`config.mk`:
```
export PLATFORM = sky130hd
export DESIGN_NAME = ic_bvsge_bvlshr_skolem_seq
export DESIGN_NICKNAME = d
export VERILOG_FILES = /design/src/rtl/ic_skolem_pkg.sv /design/src/rtl/ic_lshr_sge_cell.sv /design/src/rtl/ic_bvsge_bvlshr_skolem_seq.sv
export SDC_FILE = /design/constraint.sdc
export NUM_CORES = 1
export LEC_CHECK = 0
export BUFFER_PORTS_ARGS = -buffer_cell sky130_fd_sc_hd__buf_2
export CAP_MARGIN = 20
export CORE_AREA = 2 2 48 50
export DETAILED_ROUTE_END_ITERATION = 12
export DIE_AREA = 0 0 50 52
export GPL_TIMING_DRIVEN = 0
export PLACE_DENSITY = 0.69
export SLEW_MARGIN = 20
export SYNTH_ARGS = -nofsm -noshare
export SYNTH_HDL_FRONTEND = slang
export SYNTH_SLANG_ARGS = --single-unit
```
`constraint.sdc`:
```
create_clock -name clk -period 2.8 [get_ports clk]
set_input_delay 0.42 -clock clk [delete_from_list [all_inputs] [get_ports clk]]
set_output_delay 0.42 -clock clk [all_outputs]
set_load 0.1 [all_outputs]
```
`src/rtl/ic_skolem_pkg.sv`:
```
// Shared types and helpers for the sequential Skolem witness generator
// that solves exists x . (s >>u x) >=s t.
package ic_skolem_pkg;

   // Widest operand the signed-compare helper handles; narrower operands
   // are sign-extended to this width before comparing.
   localparam int MAX_W = 64;

   typedef enum logic [1:0] {
      IDLE   = 2'd0,
      SEARCH = 2'd1,
      DONE   = 2'd2
   } ic_state_t;

   // Width of a counter that must hold every shift amount 0..w.
   function automatic int shw_of(input int w);
      return $clog2(w + 1);
   endfunction

   // Two's-complement a >= b on sign-extended operands.
   function automatic logic sge_w(input logic signed [MAX_W-1:0] a,
                                  input logic signed [MAX_W-1:0] b);
      return a >= b;
   endfunction

endpackage

```
`src/rtl/ic_lshr_sge_cell.sv`:
```
// Combinational cell: hit = (s >>u cnt) >=s t, where cnt >= W shifts
// everything out and yields r = 0.
module ic_lshr_sge_cell
   import ic_skolem_pkg::*;
#(
   parameter int W   = 4,
   parameter int SHW = shw_of(W)
) (
   input  logic [W-1:0]   s,
   input  logic [W-1:0]   t,
   input  logic [SHW-1:0] cnt,
   output logic           hit
);

   logic [W-1:0]             r;
   logic signed [MAX_W-1:0]  r_ext;
   logic signed [MAX_W-1:0]  t_ext;

   // Shift, sign-extend both sides and compare as signed values.
   always_comb begin
      if (cnt >= SHW'(W)) r = '0;
      else                r = s >> cnt;
      r_ext = MAX_W'(signed'(r));
      t_ext = MAX_W'(signed'(t));
      hit   = sge_w(r_ext, t_ext);
   end

endmodule

```
`src/rtl/ic_bvsge_bvlshr_skolem_seq.sv`:
```
// Sequential Skolem witness generator: accepts one (s,t) query, searches
// x = 0..W for the first (s >>u x) >=s t and returns it with a sat flag.
// Optional macro IC_CLOSED_FORM_EN adds a closed-form unsat check at accept
// so unsatisfiable queries skip the search.
module ic_bvsge_bvlshr_skolem_seq
   import ic_skolem_pkg::*;
#(
   parameter int W   = 4,
   parameter int SHW = shw_of(W)
) (
   input  logic           clk,
   input  logic           rst,
   input  logic           in_valid,
   output logic           in_ready,
   input  logic [W-1:0]   s_in,
   input  logic [W-1:0]   t_in,
   output logic           out_valid,
   input  logic           out_ready,
   output logic           out_sat,
   output logic [SHW-1:0] out_x
);

   ic_state_t      state_q, state_d;
   logic [W-1:0]   s_q, s_d, t_q, t_d;
   logic [SHW-1:0] cnt_q, cnt_d, x_q, x_d;
   logic           sat_q, sat_d;
   logic           hit;
   logic           ic_ok;

   ic_lshr_sge_cell #(.W(W), .SHW(SHW)) u_search_cell (
      .s   (s_q),
      .t   (t_q),
      .cnt (cnt_q),
      .hit (hit)
   );

`ifdef IC_CLOSED_FORM_EN
   logic hit_one;

   ic_lshr_sge_cell #(.W(W), .SHW(SHW)) u_closed_form_cell (
      .s   (s_in),
      .t   (t_in),
      .cnt (SHW'(1)),
      .hit (hit_one)
   );

   // A witness exists iff x=0 or x=1 already satisfies the bound.
   always_comb begin
      ic_ok = sge_w(MAX_W'(signed'(s_in)), MAX_W'(signed'(t_in))) || hit_one;
   end
`else
   // Without the closed-form check every query goes through the search.
   always_comb begin
      ic_ok = 1'b1;
   end
`endif

   // Next-state and datapath decisions for IDLE / SEARCH / DONE.
   always_comb begin
      // NOTE: every variable gets a default first so no path leaves it unassigned (no latch).
      state_d = state_q;
      s_d     = s_q;
      t_d     = t_q;
      cnt_d   = cnt_q;
      sat_d   = sat_q;
      x_d     = x_q;
      case (state_q)
         IDLE: begin
            if (in_valid) begin
               s_d   = s_in;
               t_d   = t_in;
               cnt_d = '0;
               sat_d = 1'b0;
               x_d   = '0;
               state_d = ic_ok ? SEARCH : DONE;
            end
         end
         SEARCH: begin
            if (hit) begin
               sat_d   = 1'b1;
               x_d     = cnt_q;
               state_d = DONE;
            end else if (cnt_q == SHW'(W)) begin
               sat_d   = 1'b0;
               x_d     = '0;
               state_d = DONE;
            end else begin
               cnt_d = cnt_q + SHW'(1);
            end
         end
         DONE: begin
            if (out_ready) state_d = IDLE;
         end
         default: state_d = IDLE;
      endcase
   end

   // State, operand, counter and result registers with async reset.
   always_ff @(posedge clk or posedge rst) begin
      if (rst) begin
         state_q <= IDLE;
         s_q     <= '0;
         t_q     <= '0;
         cnt_q   <= '0;
         sat_q   <= 1'b0;
         x_q     <= '0;
      end else begin
         // NOTE: non-blocking assignments so all registers update together at the edge.
         state_q <= state_d;
         s_q     <= s_d;
         t_q     <= t_d;
         cnt_q   <= cnt_d;
         sat_q   <= sat_d;
         x_q     <= x_d;
      end
   end

   assign in_ready  = (state_q == IDLE);
   assign out_valid = (state_q == DONE);
   assign out_sat   = sat_q;
   assign out_x     = x_q;

endmodule

```
======== Word-level counts from Yosys, hierarchy flattened ========
Cells that the tools add are included.
word-level totals
  register bits after elaboration ......... 17
  input port bits ......................... 12
  output and inout bits ................... 6
cells by class
  add/sub/neg operators ................... 1
  order comparisons ....................... 2
  eq/ne operators ......................... 8
  shift operators ......................... 1
  multiplexer cells ....................... 17
  reductions and logical operators ........ 6
operators by type and width
  kind                                                              count
  3-bit two-way mux                                                 5
  3-bit one-hot mux with 2 select lines                             2
  2-bit two-way mux                                                 4
  2-bit != test (second input constant)                             3
  2-bit one-hot mux with 3 select lines                             1
  3-bit AND reduction                                               2
  4-bit greater-or-equal comparator                                 1
  4-bit two-way mux                                                 1
  4-bit AND reduction                                               1
  4-bit by 3-bit >> shifter with 4-bit output                       1
  3-bit by 1-bit adder with 3-bit output (second input constant)    1
  3-bit == test (second input constant)                             1
  3-bit greater-or-equal comparator (second input constant)         1
  1-bit two-way mux                                                 3
  3-bit != test (second input constant)                             1
  2-bit by 1-bit == test with 1-bit output (second input constant)  1
  2-bit == test (second input constant)                             1
  2-bit logical NOT                                                 1
  2-bit by 1-bit != test with 1-bit output (second input constant)  1
  1-bit one-hot mux with 2 select lines                             1
  2-bit AND reduction                                               1
  2-bit nonzero test                                                1

======== Depth between registers and ports, before layout ========
Gate-level depths: netlist (run 1).
  depth after elaboration ................. 5
  depth in mapped cells ................... 9
  mapped depth without buffers ............ 8

======== By module ========
A second synthesis (run 1) with hierarchy kept.
second synthesis, totals
  cell total of the unflattened synthesis .. 81
  area total of the unflattened synthesis .. 962.2 sq um
by module, submodules not included
  module                      times used  cells each  area an instance (sq um)
  ic_bvsge_bvlshr_skolem_seq  1           58          787.0
  ic_lshr_sge_cell            1           23          175.2

======== Worst setup path before layout (run 1) ========
Ideal clock, no wire load.
  path type ............................... reg2reg
  start point ............................. reg state_q[0]
  end point ............................... reg cnt_q[0]
  library setup time ...................... 0.129 ns
  data arrival time ....................... 2.354 ns
  required time ........................... 2.671 ns
  slack ................................... 0.317 ns
  cell stages (with the launch flop) ...... 5
  period minus slack after synthesis ...... 2.483 ns
  path through ............................ dfrtp_1 nor2_1 nand2_1 nand2_1 mux2i_1
on the way
  longest elaborated chain between the ends .. 3
  elaborated cells between the ends (all ways) .. 8
RTL lines
  what                                                           RTL line                           RTL
  from (decl)                                                    ic_bvsge_bvlshr_skolem_seq.sv:23   ic_state_t state_q, state_d;
  from (signal assigned)                                         ic_bvsge_bvlshr_skolem_seq.sv:109  state_q <= state_d;
  2-bit logical NOT (*)                                          --
  via in_ready                                                   ic_bvsge_bvlshr_skolem_seq.sv:14   output logic in_ready,
  2-bit != test (no line) or 2-bit nonzero test (tied branches)  --
  4-bit AND reduction (no line)                                  --
  to (signal assigned)                                           ic_bvsge_bvlshr_skolem_seq.sv:112  cnt_q <= cnt_d;
  to (decl)                                                      ic_bvsge_bvlshr_skolem_seq.sv:25   logic [SHW-1:0] cnt_q, cnt_d, x_q, x_d;
The timed path passes the listed nets; every way through them passes the cells marked *.
A chain may end at the register's enable or synchronous reset.

======== Worst setup path in the final report (run 1) ========
  start point ............................. reg cnt_q[1]
  end point ............................... reg state_q[1]
on the way
  longest elaborated chain between the ends .. 5
  elaborated cells between the ends (all ways) .. 9
RTL lines
  what                                                                                              RTL line                                        RTL
  3-bit greater-or-equal comparator or 4-bit by 3-bit >> shifter with 4-bit output (tied branches)  ic_lshr_sge_cell.sv:21, ic_lshr_sge_cell.sv:22
  4-bit two-way mux                                                                                 ic_lshr_sge_cell.sv:21                          if (cnt >= SHW'(W)) r = '0;
  4-bit greater-or-equal comparator                                                                 ic_skolem_pkg.sv:23                             return a >= b;
  3-bit != test (no line) or 2-bit two-way mux (tied branches)                                      --
  3-bit AND reduction (no line) or 2-bit one-hot mux with 3 select lines (tied branches)            --
Several ways; a longest one is shown, not always the timed one.

==> flow_metrics.tcl, run 1 <==
set metrics [dict create \
    status "completed" \
    synth_top_cell_area_share_pct 42.9 \
    timing.final.setup_violations 0 \
    ys_ff_latch 17 \
    worst-slew-pin-transition_ps 628 \
    grt_pass1_vias 792 \
    syn_to_final_growth_pct 14.9 \
    post_cts_resized 0 \
    synth_ff_type "dfrtp_1" \
    drv_cap 0 \
    synth_edf_count 0 \
    cp-start-kind "register" \
    numCtsBuffers 3 \
    antenna_cells 0 \
    synthTopCellsByArea "dfrtp_1, nand2_1, ha_1" \
    finalHoldViolCount 0 \
    hp-class "in -> async" \
    grt_max_degree 18 \
    crit_path_top_delay_cell "a2111oi_4" \
    holdBufCountCts 0 \
    power_leakage_nw 0.571 \
    syn_nets 125 \
    wire_per_inst_um 11.9 \
    worstSetupEndpointType "register" \
    syn_area_per_cell_um2 9.27 \
    async_flop_share_pct 100 \
    ff_latch_area_um2 425 \
    arrival_ps 2740 \
    finalSetupTns_ps 0 \
    die-area_um2 2600 \
    rsz0062_at_grt "no" \
    synth.most_common_cell "nand2_1" \
    dp_hpwl_um 1430 \
    route.detailed.drc 0 \
    ir_worst_vdd_mv 0.513 \
    n_fill_cell 196 \
    clkTransAtPathRegs_ps 110 \
    fp-row-count 17 \
    synth_top_area_cell "dfrtp_1" \
    vias 813 \
    drt_iter0_markers 18 \
    ys_warn_count 0 \
    cts_tree "built" \
    clock_path_buffers 2 \
    synthCells 107 \
    fmax_ghz 0.393 \
    cpPeakStageDelay_ps 540 \
    ios 18 \
    fin_nets 147 \
    post-cts-setup-buffer-count 0 \
    clock-skew-final_ps 6.20 \
    htree_levels 1 \
    cts.sinks 17 \
    dp.cells 152 \
    track_usage_pct 17.0 \
    grt_antenna_before_repair 0 \
    die_x_um 50 \
    core_um2 2110 \
    drtAntennaViolNets 0 \
    drt_wl_total_um 1860 \
    synth.cell_area_um2 992 \
    required_ps 2990 \
    routabilityCongestion 0.876 \
    crit_path_cell_trace "clkbuf_1 -> mux2i_1 -> nand2_1 -> nand3_1 -> ha_1 -> nand2b_4 -> a2111oi_4 -> o21ai_2 -> a22o_1" \
    yosysSeqAreaShare_pct 42.9 \
    layout-drive-gt1-share_pct 21.1 \
    grt_pass1_wl_um 3360 \
    power_density_nw_per_um2 1230 \
    period_share_pct 90.9 \
    slew-limit-headroom_pct 58.1 \
    cp_max_fo 6 \
    final_cells 156 \
    multi_input_area_um2 520 \
    clkLatencyLatePin_ps 290 \
    slew_violations 0 \
    start_util_pct 47.1 \
    min_period_ps 2540 \
    synth_common_cells "nand2_1, dfrtp_1, inv_1" \
    critPathKind "reg -> reg" \
    root_buffer "clkbuf_4" \
    ys_types 27 \
    viasPerCell 5.21 \
    numPortBuffers 17 \
    first_pass_iters 4 \
    grt_overflow 0 \
    dieHeight_um 52 \
]
-- path summary, 6_finish.rpt --
check | start | end | slack [ps] | cells after the start
worst max-delay path | cnt_q[1] | state_q[1] | 260 | 9
max in group asynchronous | rst | out_x[1] | 2210 | 2
worst min register to register | s_q[0] | s_q[0] | 490 | 2
min in group clk | s_in[0] | s_q[0] | 310 | 3
worst min-delay path | rst | out_x[2] | 190 | 2
worst max register to register | cnt_q[1] | state_q[1] | 260 | 9
-- layout by cell type, fill, tap and decap left out --
cell type	instances
a2111oi_4	1
a21oi_1	1
a22o_1	1
a31oi_1	3
buf_2	18
clkbuf_1	2
clkbuf_4	3
clkinv_2	1
dfrtp_1	17
ha_1	6
inv_1	9
mux2i_1	5
nand2_1	29
nand2b_1	2
nand2b_4	2
nand3_1	1
nor2_1	3
nor2b_1	4
nor3_1	1
nor4b_1	1
o2111ai_1	1
o211ai_1	3
o21ai_0	2
o21ai_1	4
o21ai_2	1
o21bai_1	1
o311ai_1	4
o31ai_2	1
or2_1	1
-- critical path, delay by kind of cell, from the launching register on --
| family | cells | cell delay (ps) |
|---|---|---|
| mux | 1 | 260 |
| fa+ha+maj | 1 | 230 |
| buf+inv | 1 | 270 |
| simple gates | 3 | 320 |
| flops | 1 | 370 |
| compound gates | 3 | 990 |
-- cell type report --
class | count | share of cell area (%)
plain buffers | 3 | 1.10
clock buffers | 3 | 1.98
clock inverters | 1 | 0.439
inverters | 9 | 2.96
multi-input cells | 78 | 45.7
flip-flops and latches | 17 | 37.3
well taps | 28 | 3.07
repair buffers | 17 | 7.46
-- routing by layer --
| metal | up-vias | GRT usage (%) | wire, um |
|---|---|---|---|
| li1 | 412 | - | - |
| met1 | 384 | 21.5 | 848 |
| met2 | 15 | 28.7 | 928 |
| met3 | 2 | 2.87 | 68 |
| met4 | 0 | 6.94 | 17 |
| met5 | - | 0 | 0 |
-- state kept, by name, summed over array words and instances, names as in the netlist --
name	count
t_q	4
out_sat	1
cnt_q	3
out_x	3
s_q	4
state_q	2
-- cells by family after synthesis --
kind of cell	after synthesis	synth area share [%]
flip-flops	17	42.9
AO/OA/AOI/OAI	23	18.7
buffers and inverters	12	4.67
AND/OR/NAND/NOR	44	21.2
multiplexers	5	5.04
adder cells (fa/ha/maj)	6	7.57
-- through the flow --
step	util [%]	hold WS (ps)	instance area (um2)	total power, mW	setup WS [ps]
after floorplan	-	346	992	1.13	317
after global placement	52.8	464	1110	1.26	338
after detailed placement	52.8	469	1110	1.28	295
after CTS	54.1	220	1140	1.41	262
after global routing	54.1	239	1140	1.53	129
final	54.1	190	1140	1.40	255
-- power by group --
part / internal [mW] / total (mW) / switching, mW
logic: 0.281 / 0.859 / 0.577
clock network: 0.0530 / 0.134 / 0.0807
registers: 0.339 / 0.413 / 0.0736
total: 0.673 / 1.40 / 0.732
Power figures use the tool's default switching activity.
==> run 2, diff against run 1 <==
--- a/config.mk
+++ b/config.mk
@@ -5,13 +5,13 @@
 export SDC_FILE = /design/constraint.sdc
 export NUM_CORES = 1
 export LEC_CHECK = 0
-export BUFFER_PORTS_ARGS = -buffer_cell sky130_fd_sc_hd__buf_2
+export BUFFER_PORTS_ARGS = -buffer_cell sky130_fd_sc_hd__buf_4
 export CAP_MARGIN = 20
-export CORE_AREA = 2 2 48 50
+export CORE_AREA = 2 2 66 68
 export DETAILED_ROUTE_END_ITERATION = 12
-export DIE_AREA = 0 0 50 52
+export DIE_AREA = 0 0 68 70
 export GPL_TIMING_DRIVEN = 0
-export PLACE_DENSITY = 0.69
+export PLACE_DENSITY = 0.41
 export SLEW_MARGIN = 20
 export SYNTH_ARGS = -nofsm -noshare
 export SYNTH_HDL_FRONTEND = slang
==> flow_metrics.tcl, run 2 (synthesis gave the netlist of run 1 again) <==
set metrics [dict create \
    numCtsBuffers 3 \
    die_x_um 68 \
    fp-row-count 24 \
    busiest_layer "met2" \
    worst_slack_ps 291 \
    holdBufCountCts 0 \
    finalSetupTns_ps 0 \
    track_usage_pct 10.2 \
    clkTransAtPathRegs_ps 70 \
    root_buffer "clkbuf_8" \
    routabilityCongestion 0.766 \
    dp_slack_ps 300 \
    ir_worst_vdd_mv 0.239 \
    core_um2 4140 \
    power_density_nw_per_um2 1210 \
    grt_use_met1_pct 12.7 \
    route.detailed.drc 0 \
    timing.final.setup_violations 0 \
    numPortBuffers 17 \
    reg.largest.list "s_q (4), t_q (4)" \
    clkLatencyLatePin_ps 250 \
    drt_wl_total_um 2120 \
    crit_path_cell_trace "clkbuf_1 -> mux2i_1 -> nor2_1 -> a31oi_1 -> nor2_1 -> ha_1 -> a2111oi_4 -> o21ai_2 -> a22o_1" \
    worstSetupEndpointType "register" \
    drv_cap 0 \
    crit_top_cell "nor2_1" \
    cp-start-kind "register" \
    critPathKind "reg -> reg" \
    status "completed" \
    min_period_ps 2510 \
    final_common_cell "nand2_1" \
    cp_max_fo 6 \
    grt_overflow 0 \
    die-area_um2 4760 \
    arrival_ps 2650 \
    hp-class "in -> async" \
    viasPerCell 4.51 \
    fmax_ghz 0.399 \
    use_met3_pct 1.61 \
    dieHeight_um 70 \
    final_area_um2 1230 \
    grt_use_met2_pct 16.7 \
    clock-skew-final_ps 3.24 \
    layout-drive-gt1-share_pct 20.3 \
    antenna_cells 0 \
    rsz0062_at_grt "no" \
    required_ps 2940 \
    grt_pass1_wl_um 3720 \
    cts.sinks 17 \
    period_share_pct 89.6 \
    ios 18 \
    first_pass_iters 4 \
    dp.cells 176 \
    slew-limit-headroom_pct 55.4 \
    grt_antenna_before_repair 0 \
    dp_hpwl_um 1700 \
    slew_violations 0 \
    layout_common_cells "nand2_1, dfrtp_1, buf_4" \
    grt_pass1_vias 812 \
    cts_tree "built" \
    post-cts-setup-buffer-count 0 \
    dpl_cell_area_um2 1180 \
    final_cells 180 \
    finalHoldViolCount 0 \
    clock_path_buffers 2 \
    cpPeakStageDelay_ps 470 \
    drtAntennaViolNets 0 \
    syn_to_final_growth_pct 24.0 \
    vias 812 \
    post_cts_resized 0 \
    fin_nets 147 \
    htree_levels 1 \
    worst-slew-pin-transition_ps 668 \
    power_leakage_nw 0.587 \
    grt_max_degree 18 \
    wire_per_inst_um 11.8 \
    drt_iter0_markers 44 \
    crit_path_top_delay_cell "a2111oi_4" \
    start_util_pct 23.9 \
]
-- run 2: final cells by class --
type / instances / area (um2)
inverter: 9 / 33.8
fill: 447 / 2910
multi-input combinational: 78 / 520
tap: 52 / 65.1
buffer: 3 / 12.5
clock buffer: 4 / 45.0
sequential: 17 / 425
timing repair buffer: 17 / 128
-- run 2: per-layer routing --
metal / share of wire (%) / vias up
met5: 0 / -
met2: 51 / 12
met3: 2.9 / 0
met4: 0 / 0
met1: 46 / 389
li1: - / 411
-- run 2: per-stage QoR --
step | power (mW) | hold WS [ps] | util [%]
after global routing | 1.61 | 343 | 29.7
after floorplan | 1.13 | 346 | -
after global placement | 1.30 | 461 | 28.6
after CTS | 1.50 | 307 | 29.7
after detailed placement | 1.31 | 472 | 28.6
final | 1.49 | 266 | 29.7
-- run 2: path summary, 6_finish.rpt --
| kind | from | to | slack (ps) | depth (start not counted) |
|---|---|---|---|---|
| hold reg to reg | s_q[1] | s_q[1] | 480 | 2 |
| max in group asynchronous | rst | t_q[2] | 2110 | 2 |
| min in group clk | s_in[3] | s_q[3] | 350 | 3 |
| setup / recovery | cnt_q[1] | state_q[1] | 290 | 9 |
| hold / removal | rst | out_x[2] | 270 | 2 |
| setup reg to reg | cnt_q[1] | state_q[1] | 290 | 9 |
-- run 2: power breakdown --
part,internal (mW),switching (mW),leakage (nW)
Clock,0.101,0.0858,0.0228
Combinational,0.302,0.582,0.348
Sequential,0.340,0.0746,0.217
Total,0.743,0.742,0.587
-- run 2: critical path: cells and delay by family (launching register included) --
family / cells / cell delay, ps
AND/OR/NAND/NOR: 2 / 130
buffers and inverters: 1 / 270
adder cells (fa/ha/maj): 1 / 320
multiplexers: 1 / 260
flip-flops: 1 / 340
AO/OA/AOI/OAI: 4 / 1080
==> run 3, diff against run 2 <==
--- a/config.mk
+++ b/config.mk
@@ -12,6 +12,7 @@
 export DIE_AREA = 0 0 68 70
 export GPL_TIMING_DRIVEN = 0
 export PLACE_DENSITY = 0.41
+export REMOVE_ABC_BUFFERS = 1
 export SLEW_MARGIN = 20
 export SYNTH_ARGS = -nofsm -noshare
 export SYNTH_HDL_FRONTEND = slang
==> flow_metrics.tcl, run 3 (synthesis gave the netlist of run 1 again) <==
set metrics [dict create \
    final_area_um2 1220 \
    core_um2 4140 \
    cpPeakStageDelay_ps 500 \
    ios 18 \
    finalPower_mw 1.49 \
    rsz0062_at_grt "no" \
    vias 809 \
    clock-skew-final_ps 1.01 \
    rr_worst_depth 8 \
    post-cts-setup-buffer-count 0 \
    clkTransAtPathRegs_ps 70 \
    final_common_cell "nand2_1" \
    min_period_ps 2410 \
    clock_path_buffers 2 \
    worstSetupEndpointType "register" \
    required_ps 2950 \
    routabilityCongestion 0.744 \
    dieHeight_um 70 \
    numCtsBuffers 3 \
    track_usage_pct 10.7 \
    viasPerCell 4.57 \
    cts.sinks 17 \
    start_util_pct 23.9 \
    route.detailed.drc 0 \
    drtAntennaViolNets 0 \
    grt_overflow 0 \
    status "completed" \
    grt_pass1_wl_um 3880 \
    ir_worst_vdd_mv 0.268 \
    drv_cap 0 \
    drt_wl_total_um 2240 \
    antenna_cells 0 \
    r2r-end "state_q[1]" \
    cp-endpoint "state_q[1]" \
    finalHoldViolCount 0 \
    crit_path_cell_trace "mux2i_1 -> nor2_1 -> a31oi_1 -> nor2_1 -> ha_1 -> a2111oi_4 -> o21ai_2 -> a22o_1" \
    post_cts_resized 0 \
    clkLatencyLatePin_ps 250 \
    grt_pass1_vias 807 \
    power_leakage_nw 0.580 \
    htree_levels 1 \
    numPortBuffers 17 \
    fp-row-count 24 \
    critPathKind "reg -> reg" \
    first_pass_iters 4 \
    worst-slew-pin-transition_ps 886 \
    slew-limit-headroom_pct 40.8 \
    cts_tree "built" \
    root_buffer "clkbuf_8" \
    reg.largest.list "s_q (4), t_q (4)" \
    crit_start "cnt_q[1]" \
    die_x_um 68 \
    dpl_cell_area_um2 1170 \
    rr_startpoint "cnt_q[1]" \
    finalSetupTns_ps 0 \
    grt_antenna_before_repair 0 \
    period_share_pct 86.1 \
    arrival_ps 2560 \
    routed.top_layer "met4" \
    dp_hpwl_um 1660 \
    crit_path_top_delay_cell "dfrtp_1" \
    crit_top_cell "nor2_1" \
    timing.final.setup_violations 0 \
    r2r_setup_slack_ps 390 \
    cp_max_fo 7 \
    fin_nets 144 \
    fmax_ghz 0.415 \
    grt_max_degree 18 \
    slew_violations 0 \
    syn_to_final_growth_pct 22.7 \
    holdBufCountCts 0 \
    power_density_nw_per_um2 1230 \
    layout_common_cells "nand2_1, dfrtp_1, buf_4" \
    met2_length_um 1050 \
    hp-class "in -> async" \
    cp-start-kind "register" \
    drt_iter0_markers 22 \
    wire_per_inst_um 12.7 \
    layout-drive-gt1-share_pct 20.0 \
    route.met3.wl_um 108 \
    die-area_um2 4760 \
    drt-met1-wl_um 1060 \
]
[run 3: cell count changes in the layout (fill, tap and decap cells not counted), sizes merged]
cell,change
clkbuf,-2
buf,-1
[run 3: worst max-delay path: cells and delay by family (launching register included)]
kind                       cells  cell delay, ps
adders and majority gates      1             310
muxes                          1             260
DFF                            1             500
AOI/OAI and AO/OA              4            1090
and+or+nand+nor                2             130
[run 3: worst min-delay path by stage]
stage	start	endpoint	slack, ps	cells past startpoint
floorplan	rst	cnt_q[0]	350	1
global placement	s_q[1]	s_q[1]	470	2
detailed placement	s_q[1]	s_q[1]	470	2
CTS	rst	t_q[1]	310	2
global route	s_in[2]	s_q[2]	350	3
finish	rst	t_q[1]	290	2
[run 3: stage by stage]
step                setup slack [ps]  utilization [%]  std cells  hold slack [ps]
floorplan                        317                -        104              346
global placement                 438             28.3        173              466
detailed placement               410             28.3        173              468
CTS                              395             29.4        177              315
global route                     286             29.4        177              345
finish                           390             29.4        177              286
[run 3: cell type report]
cell class | instances | area, um2
clock buffer | 4 | 45.0
inverter | 9 | 33.8
sequential | 17 | 425
multi-input combinational | 78 | 520
tap | 52 | 65.1
timing repair buffer | 17 | 128
fill | 455 | 2930
[run 3: report_power, final]
| part | total (mW) | switching (mW) | internal [mW] |
|---|---|---|---|
| Clock | 0.192 | 0.0913 | 0.101 |
| Combinational | 0.876 | 0.579 | 0.297 |
| Sequential | 0.425 | 0.0849 | 0.340 |
[run 3: routing by layer]
| layer | global-route usage (%) | up-vias |
|---|---|---|
| met3 | 2.58 | 4 |
| met4 | 4.00 | 0 |
| met1 | 14.2 | 376 |
| li1 | - | 408 |
| met2 | 16.7 | 21 |
| met5 | 0 | - |
